### src/rtl/ahb_lite_uart_loader.sv
// AHB-Lite single master that configures a UART16550 slave and loads a length-framed payload.
// Define UART_LOADER_CHECKSUM_EN to require a trailing 8-bit sum byte after the payload.
module ahb_lite_uart_loader #(
    parameter logic [31:0] BASE_ADDR = 32'h0000_0000,
    parameter logic [15:0] DIVISOR   = 16'd27,
    parameter logic [31:0] MAX_LEN   = 32'h0001_0000
) (
    input  logic        HCLK,
    input  logic        HRESETn,
    input  logic        start,
    output logic [31:0] HADDR,
    output logic [2:0]  HBURST,
    output logic        HMASTLOCK,
    output logic [3:0]  HPROT,
    output logic [2:0]  HSIZE,
    output logic [1:0]  HTRANS,
    output logic        HWRITE,
    output logic [31:0] HWDATA,
    input  logic [31:0] HRDATA,
    input  logic        HREADY,
    input  logic        HRESP,
    output logic [31:0] word_data,
    output logic [29:0] word_index,
    output logic        word_valid,
    input  logic        word_ready,
    output logic        busy,
    output logic        done,
    output logic        error
);

    typedef enum logic [3:0] {
        StIdle, StCfg, StPoll, StRxRead, StHdr, StPay, StEmit, StChk, StDone, StError
    } state_e;

    localparam logic [2:0] RegRbr = 3'd0;
    localparam logic [2:0] RegDll = 3'd0;
    localparam logic [2:0] RegDlm = 3'd1;
    localparam logic [2:0] RegFcr = 3'd2;
    localparam logic [2:0] RegLcr = 3'd3;
    localparam logic [2:0] RegLsr = 3'd5;

    state_e      state_q, state_d;
    logic        dphase_q, dphase_d;
    logic [2:0]  cfg_idx_q, cfg_idx_d;
    logic [2:0]  hdr_cnt_q, hdr_cnt_d;
    logic [7:0]  byte_q, byte_d;
    logic [7:0]  sum_q, sum_d;
    logic [31:0] len_q, len_d;
    logic [31:0] cnt_q, cnt_d;
    logic [31:0] word_q, word_d;
    logic [29:0] index_q, index_d;
    logic        busy_q, busy_d, done_q, done_d, error_q, error_d;

    logic [2:0]  reg_sel;
    logic [7:0]  wr_byte;
    logic [31:0] len_new;
    logic        xfer_ok, chk_ok;
    logic        unused_hrdata;

    assign unused_hrdata = ^HRDATA[31:8];

`ifdef UART_LOADER_CHECKSUM_EN
    localparam state_e StTail = StPoll;  // one more byte (the checksum) follows the payload
    assign chk_ok = (byte_q == sum_q);
`else
    localparam state_e StTail = StDone;
    logic unused_sum;
    assign chk_ok     = 1'b1;
    assign unused_sum = ^sum_q;
`endif

    assign HBURST     = 3'b000;
    assign HMASTLOCK  = 1'b0;
    assign HPROT      = 4'b0011;
    assign HSIZE      = 3'b010;
    assign word_valid = (state_q == StEmit);
    assign word_data  = word_q;
    assign word_index = index_q;
    assign busy       = busy_q;
    assign done       = done_q;
    assign error      = error_q;
    assign len_new    = {byte_q, len_q[31:8]};

    always_comb begin
        reg_sel = RegRbr;
        wr_byte = 8'h00;
        if (state_q == StCfg) begin
            case (cfg_idx_q)
                3'd0:    begin reg_sel = RegLcr; wr_byte = 8'h83;         end
                3'd1:    begin reg_sel = RegDll; wr_byte = DIVISOR[7:0];  end
                3'd2:    begin reg_sel = RegDlm; wr_byte = DIVISOR[15:8]; end
                3'd3:    begin reg_sel = RegLcr; wr_byte = 8'h03;         end
                default: begin reg_sel = RegFcr; wr_byte = 8'h07;         end
            endcase
        end else if (state_q == StPoll) begin
            reg_sel = RegLsr;
        end
    end

    always_comb begin
        state_d   = state_q;
        dphase_d  = dphase_q;
        cfg_idx_d = cfg_idx_q;
        hdr_cnt_d = hdr_cnt_q;
        byte_d    = byte_q;
        sum_d     = sum_q;
        len_d     = len_q;
        cnt_d     = cnt_q;
        word_d    = word_q;
        index_d   = index_q;
        busy_d    = busy_q;
        done_d    = done_q;
        error_d   = error_q;
        HTRANS    = 2'b00;
        HADDR     = 32'h0;
        HWRITE    = 1'b0;
        HWDATA    = 32'h0;
        xfer_ok   = 1'b0;

        // One transfer at a time: address phase, then data phase until HREADY.
        if (state_q == StCfg || state_q == StPoll || state_q == StRxRead) begin
            if (!dphase_q) begin
                if (HREADY) begin
                    HTRANS   = 2'b10;
                    HADDR    = BASE_ADDR + {27'b0, reg_sel, 2'b00};
                    HWRITE   = (state_q == StCfg);
                    dphase_d = 1'b1;
                end
            end else begin
                if (state_q == StCfg) HWDATA = {24'b0, wr_byte};
                if (HREADY) begin
                    dphase_d = 1'b0;
                    if (HRESP) state_d = StError;
                    else       xfer_ok = 1'b1;
                end
            end
        end

        case (state_q)
            StIdle: begin
                if (start) begin
                    state_d   = StCfg;
                    dphase_d  = 1'b0;
                    cfg_idx_d = 3'd0;
                    hdr_cnt_d = 3'd0;
                    sum_d     = 8'h00;
                    len_d     = 32'h0;
                    cnt_d     = 32'h0;
                    word_d    = 32'h0;
                    busy_d    = 1'b1;
                    done_d    = 1'b0;
                    error_d   = 1'b0;
                end
            end
            StCfg: begin
                if (xfer_ok) begin
                    if (cfg_idx_q == 3'd4) state_d = StPoll;
                    else                   cfg_idx_d = cfg_idx_q + 3'd1;
                end
            end
            StPoll: begin
                if (xfer_ok) begin
                    if (|HRDATA[4:1])   state_d = StError;
                    else if (HRDATA[0]) state_d = StRxRead;
                end
            end
            StRxRead: begin
                if (xfer_ok) begin
                    byte_d = HRDATA[7:0];
                    if (hdr_cnt_q != 3'd4)  state_d = StHdr;
                    else if (cnt_q != len_q) state_d = StPay;
                    else                     state_d = StChk;
                end
            end
            StHdr: begin
                len_d     = len_new;
                hdr_cnt_d = hdr_cnt_q + 3'd1;
                state_d   = StPoll;
                if (hdr_cnt_q == 3'd3) begin
                    if (len_new > MAX_LEN)   state_d = StError;
                    else if (len_new == 0)   state_d = StTail;
                end
            end
            StPay: begin
                word_d[{cnt_q[1:0], 3'b000} +: 8] = byte_q;
                cnt_d   = cnt_q + 32'd1;
                sum_d   = sum_q + byte_q;
                index_d = cnt_q[31:2];
                if (cnt_q[1:0] == 2'd3 || cnt_q + 32'd1 == len_q) state_d = StEmit;
                else                                            state_d = StPoll;
            end
            StEmit: begin
                if (word_ready) begin
                    word_d  = 32'h0;
                    state_d = (cnt_q == len_q) ? StTail : StPoll;
                end
            end
            StChk:   state_d = chk_ok ? StDone : StError;
            StDone: begin
                busy_d  = 1'b0;
                done_d  = 1'b1;
                state_d = StIdle;
            end
            StError: begin
                busy_d  = 1'b0;
                error_d = 1'b1;
                word_d  = 32'h0;
                state_d = StIdle;
            end
            default: state_d = StIdle;
        endcase
    end

    always_ff @(posedge HCLK or negedge HRESETn) begin
        if (!HRESETn) begin
            state_q   <= StIdle;
            dphase_q  <= 1'b0;
            cfg_idx_q <= 3'd0;
            hdr_cnt_q <= 3'd0;
            byte_q    <= 8'h00;
            sum_q     <= 8'h00;
            len_q     <= 32'h0;
            cnt_q     <= 32'h0;
            word_q    <= 32'h0;
            index_q   <= 30'h0;
            busy_q    <= 1'b0;
            done_q    <= 1'b0;
            error_q   <= 1'b0;
        end else begin
            state_q   <= state_d;
            dphase_q  <= dphase_d;
            cfg_idx_q <= cfg_idx_d;
            hdr_cnt_q <= hdr_cnt_d;
            byte_q    <= byte_d;
            sum_q     <= sum_d;
            len_q     <= len_d;
            cnt_q     <= cnt_d;
            word_q    <= word_d;
            index_q   <= index_d;
            busy_q    <= busy_d;
            done_q    <= done_d;
            error_q   <= error_d;
        end
    end

endmodule

### config.mk
export PLATFORM = sky130hd
export DESIGN_NAME = ahb_lite_uart_loader
export DESIGN_NICKNAME = d
export VERILOG_FILES = /design/src/rtl/ahb_lite_uart_loader.sv
export SDC_FILE = /design/constraint.sdc
export NUM_CORES = 1
export LEC_CHECK = 0
export ABC_CLOCK_PERIOD_IN_PS = 7200
export BUFFER_PORTS_ARGS = -buffer_cell sky130_fd_sc_hd__buf_4
export CORE_UTILIZATION = 35
export CTS_CLUSTER_DIAMETER = 60
export DETAILED_ROUTE_END_ITERATION = 8
export GPL_TIMING_DRIVEN = 0
export HOLD_SLACK_MARGIN = 0.06
export PLACE_DENSITY_LB_ADDON = 0.12
export SYNTH_ARGS = -nofsm -noshare
export SYNTH_HDL_FRONTEND = slang
export SYNTH_SLANG_ARGS = --single-unit
### constraint.sdc
create_clock -name HCLK -period 7.2 [get_ports HCLK]
set_input_delay 0.72 -clock HCLK [delete_from_list [all_inputs] [get_ports HCLK]]
set_output_delay 0.72 -clock HCLK [all_outputs]
set_load 0.005 [all_outputs]
==> impl_metrics.ini, run 1 <==
[timing]
finalSetupTns_ns = 0
setup_viol = 0
finalCriticalPeriod_ns = 3.225
tightest_slew_ns = 1.265
fin_crit_sh = 0.4479
slew_headroom = 0.1491
final_hold_viol_count = 0
rsz0062_at_grt = no
max_clock_freq_ghz = 0.3101
slew_viol_final = 0
finClkSkew_ns = 0.009653

[clocking]
numCtsBuffers = 17
clock_latency_ns = 0.44
cts_resized = 0
clk_path_buf_depth = 2
cts_hold_buf = 0
clkTransAtPathRegs_ns = 0.07
cts_tree = built
cts-root-buf = clkbuf_16
cts_setup_buffers = 0
cts_sinks = 148
htreeDepth = 4

[detailed_routing]
final_antenna_net_count = 0
routed_wl_mm = 22.55
first_pass_iters = 5
vias = 6856
wl_met2_mm = 10.08
drt_iter0_markers = 481
routedWlPerCell_um = 15.98
wl_met3_mm = 1.183
via_per_inst = 4.859
top_layer = met4
drc_errors = 0
wl_met1_mm = 10.84

[layout]
nNetsFinal = 1136
area_growth_pct = 23.49
final_layout_size_suffix_gt1_frac = 0.2131
instances_no_fill = 1411
diodes = 0
fillCellCount = 2292

[synth]
netlist_area_mm2 = 0.008165
yosysWarnings = 0
yosysTopAreaCell = dfrtp_1
synth.top_cells.by_count = 207 x nand2_1, 148 x dfrtp_1, 71 x buf_4
synthArstFlopShare = 1.000
ys.flop_type = dfrtp_1
yosysMostFrequentCell = nand2_1
ys_seq_elements = 148
ys_types = 65
yosysTopAreaCellShare = 0.4536
syn-instance-count = 909
ys_seq_area_frac = 0.4536
synth_edf_count = 0
ys_top_cells_by_area = dfrtp_1 45%, nand2_1 9.5%, buf_4 6.5%
synth_area_per_cell_um2 = 8.983

[setup_path]
critPathBufInv = 3
critPathRequiredTime_ns = 7.58
crit_slowest_cell = a2111oi_0
end_kind = register
reg2reg_from = cnt_q[0]$_DFFE_PN0P_
crit_fanout = 8
path_cells = buf_2 -> inv_1 -> ha_1 -> clkbuf_1 -> xor2_1 -> a2111oi_0 -> nand4_1 -> a2111oi_0 -> nand4_1 -> nor4_1 -> a21o_1
rrSetupSlack_ns = 3.97
startpoint = cnt_q[0]$_DFFE_PN0P_
reg2reg_depth = 11
timing.rr.end = state_q[2]$_DFF_PN0_
crit_type = reg2reg
startpoint_type = register
cp-endpoint = state_q[2]$_DFF_PN0_
worst-path-stages = 11
critPathTopFamily = compound AO/OA/AOI/OAI gates
cp.arrival_ns = 3.61
max_stage_delay_ns = 0.55

[floorplanning]
start_util = 0.3585
num_rows = 55
core_area_mm2 = 0.02278
io_pins = 182
die-area_mm2 = 0.02394
die_y_um = 154.7
die_w_um = 154.7

[pwr]
fin_total_pwr_mw = 2.208
peakVddDrop_mv = 0.1408
cellLeakagePower_nw = 5.181
p_per_area_mw_per_mm2 = 218.9

[grt]
grt_max_degree = 101
grt-ovfl-total = 0
grt_pass1_wl_mm = 35.73
antenna_found_initial = 0
grt.total_usage = 0.1937
grt_pass1_vias = 6458

[worst_hold_path]
worstHoldPathType = in2async

[placement]
hpwl_mm = 16.09
placed_cells = 1378
place_congestion = 0.8797
portBuffers = 90

[job]
maxCapViolations = 0

[status]
outcome = completed
logic make-up after synthesis:
family,after synthesis,synth area share
compound gates,139,0.1188
fa+ha+maj,13,0.01992
simple gates,399,0.2289
xor+xnor,57,0.06206
buf+inv,138,0.09853
mux,13,0.01732
other cells,2,0.0009197
flops,148,0.4536
worst register-to-register path, delay by kind of cell, from the launching register on:
family	cells	cell delay, ns
AND/OR/NAND/NOR	3	0.65
flip-flops	1	0.37
XOR/XNOR	1	0.15
buffers and inverters	3	0.58
adder cells (fa/ha/maj)	1	0.28
AO/OA/AOI/OAI	3	1.15
sequential cells by signal, indices dropped and copies added (netlist names), 3 cells and up:
register and cells:
cnt_q 32, len_q 32, word_data 32, word_index 30, byte_q 8, state_q 4
cfg_idx_q 3, hdr_cnt_q 3
routing by layer:
layer,GRT usage,up-vias
met3,0.03895,25
met4,0.06884,0
li1,-,3390
met2,0.2991,212
met5,0,-
met1,0.2691,3229
how the worst min path moves through the flow:
stage | end | slack (ns) | cells past startpoint
2_1_floorplan | busy$_DFFE_PN0P_ | 0.42 | 0
3_3_place_gp | word_index[13]$_DFFE_PN0P_ | 0.46 | 2
3_5_place_dp | word_index[23]$_DFFE_PN0P_ | 0.46 | 2
4_1_cts | word_index[5]$_DFFE_PN0P_ | 0.19 | 1
5_1_grt | word_index[5]$_DFFE_PN0P_ | 0.20 | 1
6_report | word_index[5]$_DFFE_PN0P_ | 0.16 | 1
per-stage QoR:
step	instance area, µm²	util	hold WS, ns	setup slack [ns]
2_1_floorplan	8409	-	0.4244	4.644
3_3_place_gp	9477	0.4160	0.4622	4.015
3_5_place_dp	9518	0.4179	0.4648	3.990
4_1_cts	10080	0.4425	0.1904	3.978
5_1_grt	10080	0.4427	0.1959	3.756
6_report	10080	0.4427	0.1635	3.975
placed cells by master, fill, tap and decap left out, types with 17 or more instances in the layout:
cell | Yosys | routed
a22o_1 | 32 | 32
buf_4 | 71 | 160
clkbuf_1 | 31 | 31
clkbuf_16 | 0 | 17
conb_1 | 2 | 67
dfrtp_1 | 148 | 148
nand2_1 | 207 | 207
nand3_1 | 63 | 63
nand4_1 | 25 | 25
nor2_1 | 37 | 37
nor4_1 | 21 | 21
o21ai_0 | 35 | 35
xnor2_1 | 33 | 33
xor2_1 | 23 | 23
report_power, final:
group | switching, mW | internal, mW
Sequential | 0.0535 | 0.868
Clock | 0.403 | 0.459
Combinational | 0.257 | 0.168
cell type report:
type                            count  area, µm²  area share
Multi-Input combinational cell    688       3908      0.3875
Inverter                           15      56.30    0.005584
Clock inverter                     14      121.4     0.01204
Timing Repair Buffer               92      715.7     0.07098
Buffer                            123      748.2     0.07420
Clock buffer                       18      439.2     0.04355
Tap cell                          313      391.6     0.03884
Sequential cell                   148       3704      0.3673
Note: power is estimated with default switching activity, not from simulation.
==> run 2: changes to the inputs <==
--- a/config.mk
+++ b/config.mk
@@ -5,7 +5,7 @@
 export SDC_FILE = /design/constraint.sdc
 export NUM_CORES = 1
 export LEC_CHECK = 0
-export ABC_CLOCK_PERIOD_IN_PS = 7200
+export ABC_CLOCK_PERIOD_IN_PS = 3030
 export BUFFER_PORTS_ARGS = -buffer_cell sky130_fd_sc_hd__buf_4
 export CORE_UTILIZATION = 35
 export CTS_CLUSTER_DIAMETER = 60
==> constraint.sdc (replaced) <==
create_clock -name HCLK -period 3.03 [get_ports HCLK]
set_input_delay 0.303 -clock HCLK [delete_from_list [all_inputs] [get_ports HCLK]]
set_output_delay 0.303 -clock HCLK [all_outputs]
set_load 0.005 [all_outputs]
==> impl_metrics.ini, run 2 (synthesis gave the netlist of run 1 again) <==
[layout]
mostFrequentLayoutCells = 207 x nand2_1, 164 x buf_4, 147 x dfrtp_1, 67 x conb_1, 63 x nand3_1
nNetsFinal = 1140
fillCellCount = 2284
postLayoutCoreUtil = 0.4449
final_layout_size_suffix_gt1_frac = 0.2187
area_growth_pct = 24.12
instances_no_fill = 1415
final_common_cell = nand2_1
diodes = 0
seq_area_mm2 = 0.003705
fin_area_mm2 = 0.01013
multiInputGateArea_mm2 = 0.003921

[clocking]
cts_tree = built
clock_latency_ns = 0.43
clk_path_buf_depth = 2
htreeDepth = 4
cts-root-buf = clkbuf_16
clkTransAtPathRegs_ns = 0.07
numCtsBuffers = 17
cts_sinks = 148

[detailed_routing]
final_antenna_net_count = 0
routed_wl_mm = 22.54
drc_errors = 0
vias = 6873
via_per_inst = 4.857
drt_iter0_markers = 438
routedWlPerCell_um = 15.93
first_pass_iters = 5

[placement]
placed_cell_area_mm2 = 0.009518
place_ws_ns = -0.1800
place_congestion = 0.8797
placed_cells = 1378
portBuffers = 90
hpwl_mm = 16.09

[timing]
fin_ws_ns = 0.1633
tightest_slew_ns = 1.243
finalCriticalPeriod_ns = 2.867
fin_crit_sh = 0.9461
slew_viol_final = 0
finClkSkew_ns = 0.01004
finalSetupTns_ns = 0
slew_headroom = 0.1635
final_hold_viol_count = 0
max_clock_freq_ghz = 0.3488
rsz0062_at_grt = no
setup_viol = 0
hold_slack_ns = 0.1011

[grt]
use_met3 = 0.03895
met1_usage = 0.2691
met2_usage = 0.2995
grt_pass1_vias = 6468
grt_max_degree = 101
top_usage_layer = met2
antenna_found_initial = 0
grt_pass1_wl_mm = 35.76
grt-ovfl-total = 0
grt.total_usage = 0.1938

[worst_hold_path]
worstHoldPathType = in2reg

[setup_path]
end_kind = register
critPathBufInv = 2
crit_slowest_cell = ha_1
cp.arrival_ns = 3.25
crit_type = reg2reg
crit_fanout = 8
critPathTopFamily = compound AO/OA/AOI/OAI gates
startpoint_type = register
path_cells = buf_2 -> inv_1 -> ha_1 -> xor2_1 -> a2111oi_1 -> nand4_1 -> a2111oi_2 -> nand4_1 -> nor4_2 -> a21o_1
critPathRequiredTime_ns = 3.41
crit_top_cell = nand4_1
max_stage_delay_ns = 0.41

[pwr]
p_per_area_mw_per_mm2 = 517.7
fin_total_pwr_mw = 5.247
pwr-share-seq = 0.417
cellLeakagePower_nw = 5.204
p_int_mw = 3.553
p_comb_frac = 0.192
swShare = 0.3229
p_clk_frac = 0.391
power.switching_mw = 1.694
peakVddDrop_mv = 0.3321

[floorplanning]
io_pins = 182
num_rows = 55
die_w_um = 154.7
start_util = 0.3585
core_area_mm2 = 0.02278
die-area_mm2 = 0.02394
die_y_um = 154.7

[job]
maxCapViolations = 0

[status]
outcome = completed
run 2: repair_timing:
action | in CTS | in global routing
endpoints found under the hold margin | 48 | 0
gates resized for setup | 2 | 3
setup buffers | 0 | 4
hold buffers | 1 | 0
setup endpoints to repair | 1 | 1
pin swaps | 0 | 2
run 2: final timing paths:
kind	slack, ns	from	cells after the start	endpoint
worst max-delay path	0.16	cnt_q[0]$_DFFE_PN0P_	10	state_q[2]$_DFF_PN0_
worst min-delay path	0.10	HRDATA[6]	2	byte_q[6]$_DFFE_PN0P_
worst max register to register	0.16	cnt_q[0]$_DFFE_PN0P_	10	state_q[2]$_DFF_PN0_
worst min register to register	0.47	word_index[10]$_DFFE_PN0P_	2	word_index[10]$_DFFE_PN0P_
max in group asynchronous	1.83	HRESETn	3	byte_q[2]$_DFFE_PN0P_
min in group asynchronous	0.35	HRESETn	2	word_index[5]$_DFFE_PN0P_
run 2: power groups by stage:
stage / clock network [mW] / logic [mW] / registers (mW)
3_5_place_dp: 0 / 1.01 / 2.23
4_1_cts: 2.09 / 1.01 / 2.19
3_3_place_gp: 0 / 0.998 / 2.23
5_1_grt: 2.17 / 1.13 / 2.20
6_report: 2.05 / 1.01 / 2.19
2_1_floorplan: 0 / 0.631 / 2.18
run 2: cell type report:
| cell class | count | area share |
|---|---|---|
| timing repair buffer | 97 | 0.07457 |
| buffer | 122 | 0.07346 |
| inverter | 15 | 0.005556 |
| clock inverter | 14 | 0.01198 |
| sequential | 148 | 0.3656 |
| multi-input combinational | 688 | 0.3869 |
| clock buffer | 18 | 0.04333 |
| tap | 313 | 0.03864 |
run 2: per-layer routing:
| layer | share of wire | routed length [µm] |
|---|---|---|
| met1 | 0.48 | 10860 |
| met2 | 0.45 | 10040 |
| met3 | 0.052 | 1182 |
| met4 | 0.020 | 456 |
| met5 | 0 | 0 |
run 2: worst register-to-register path, cell delays in order, from the launching register on:
cell,delay (ns)
dfrtp_1,0.37
buf_2,0.21
inv_1,0.10
ha_1,0.41
xor2_1,0.22
a2111oi_1,0.38
nand4_1,0.16
a2111oi_2,0.36
nand4_1,0.19
nor4_2,0.25
a21o_1,0.17
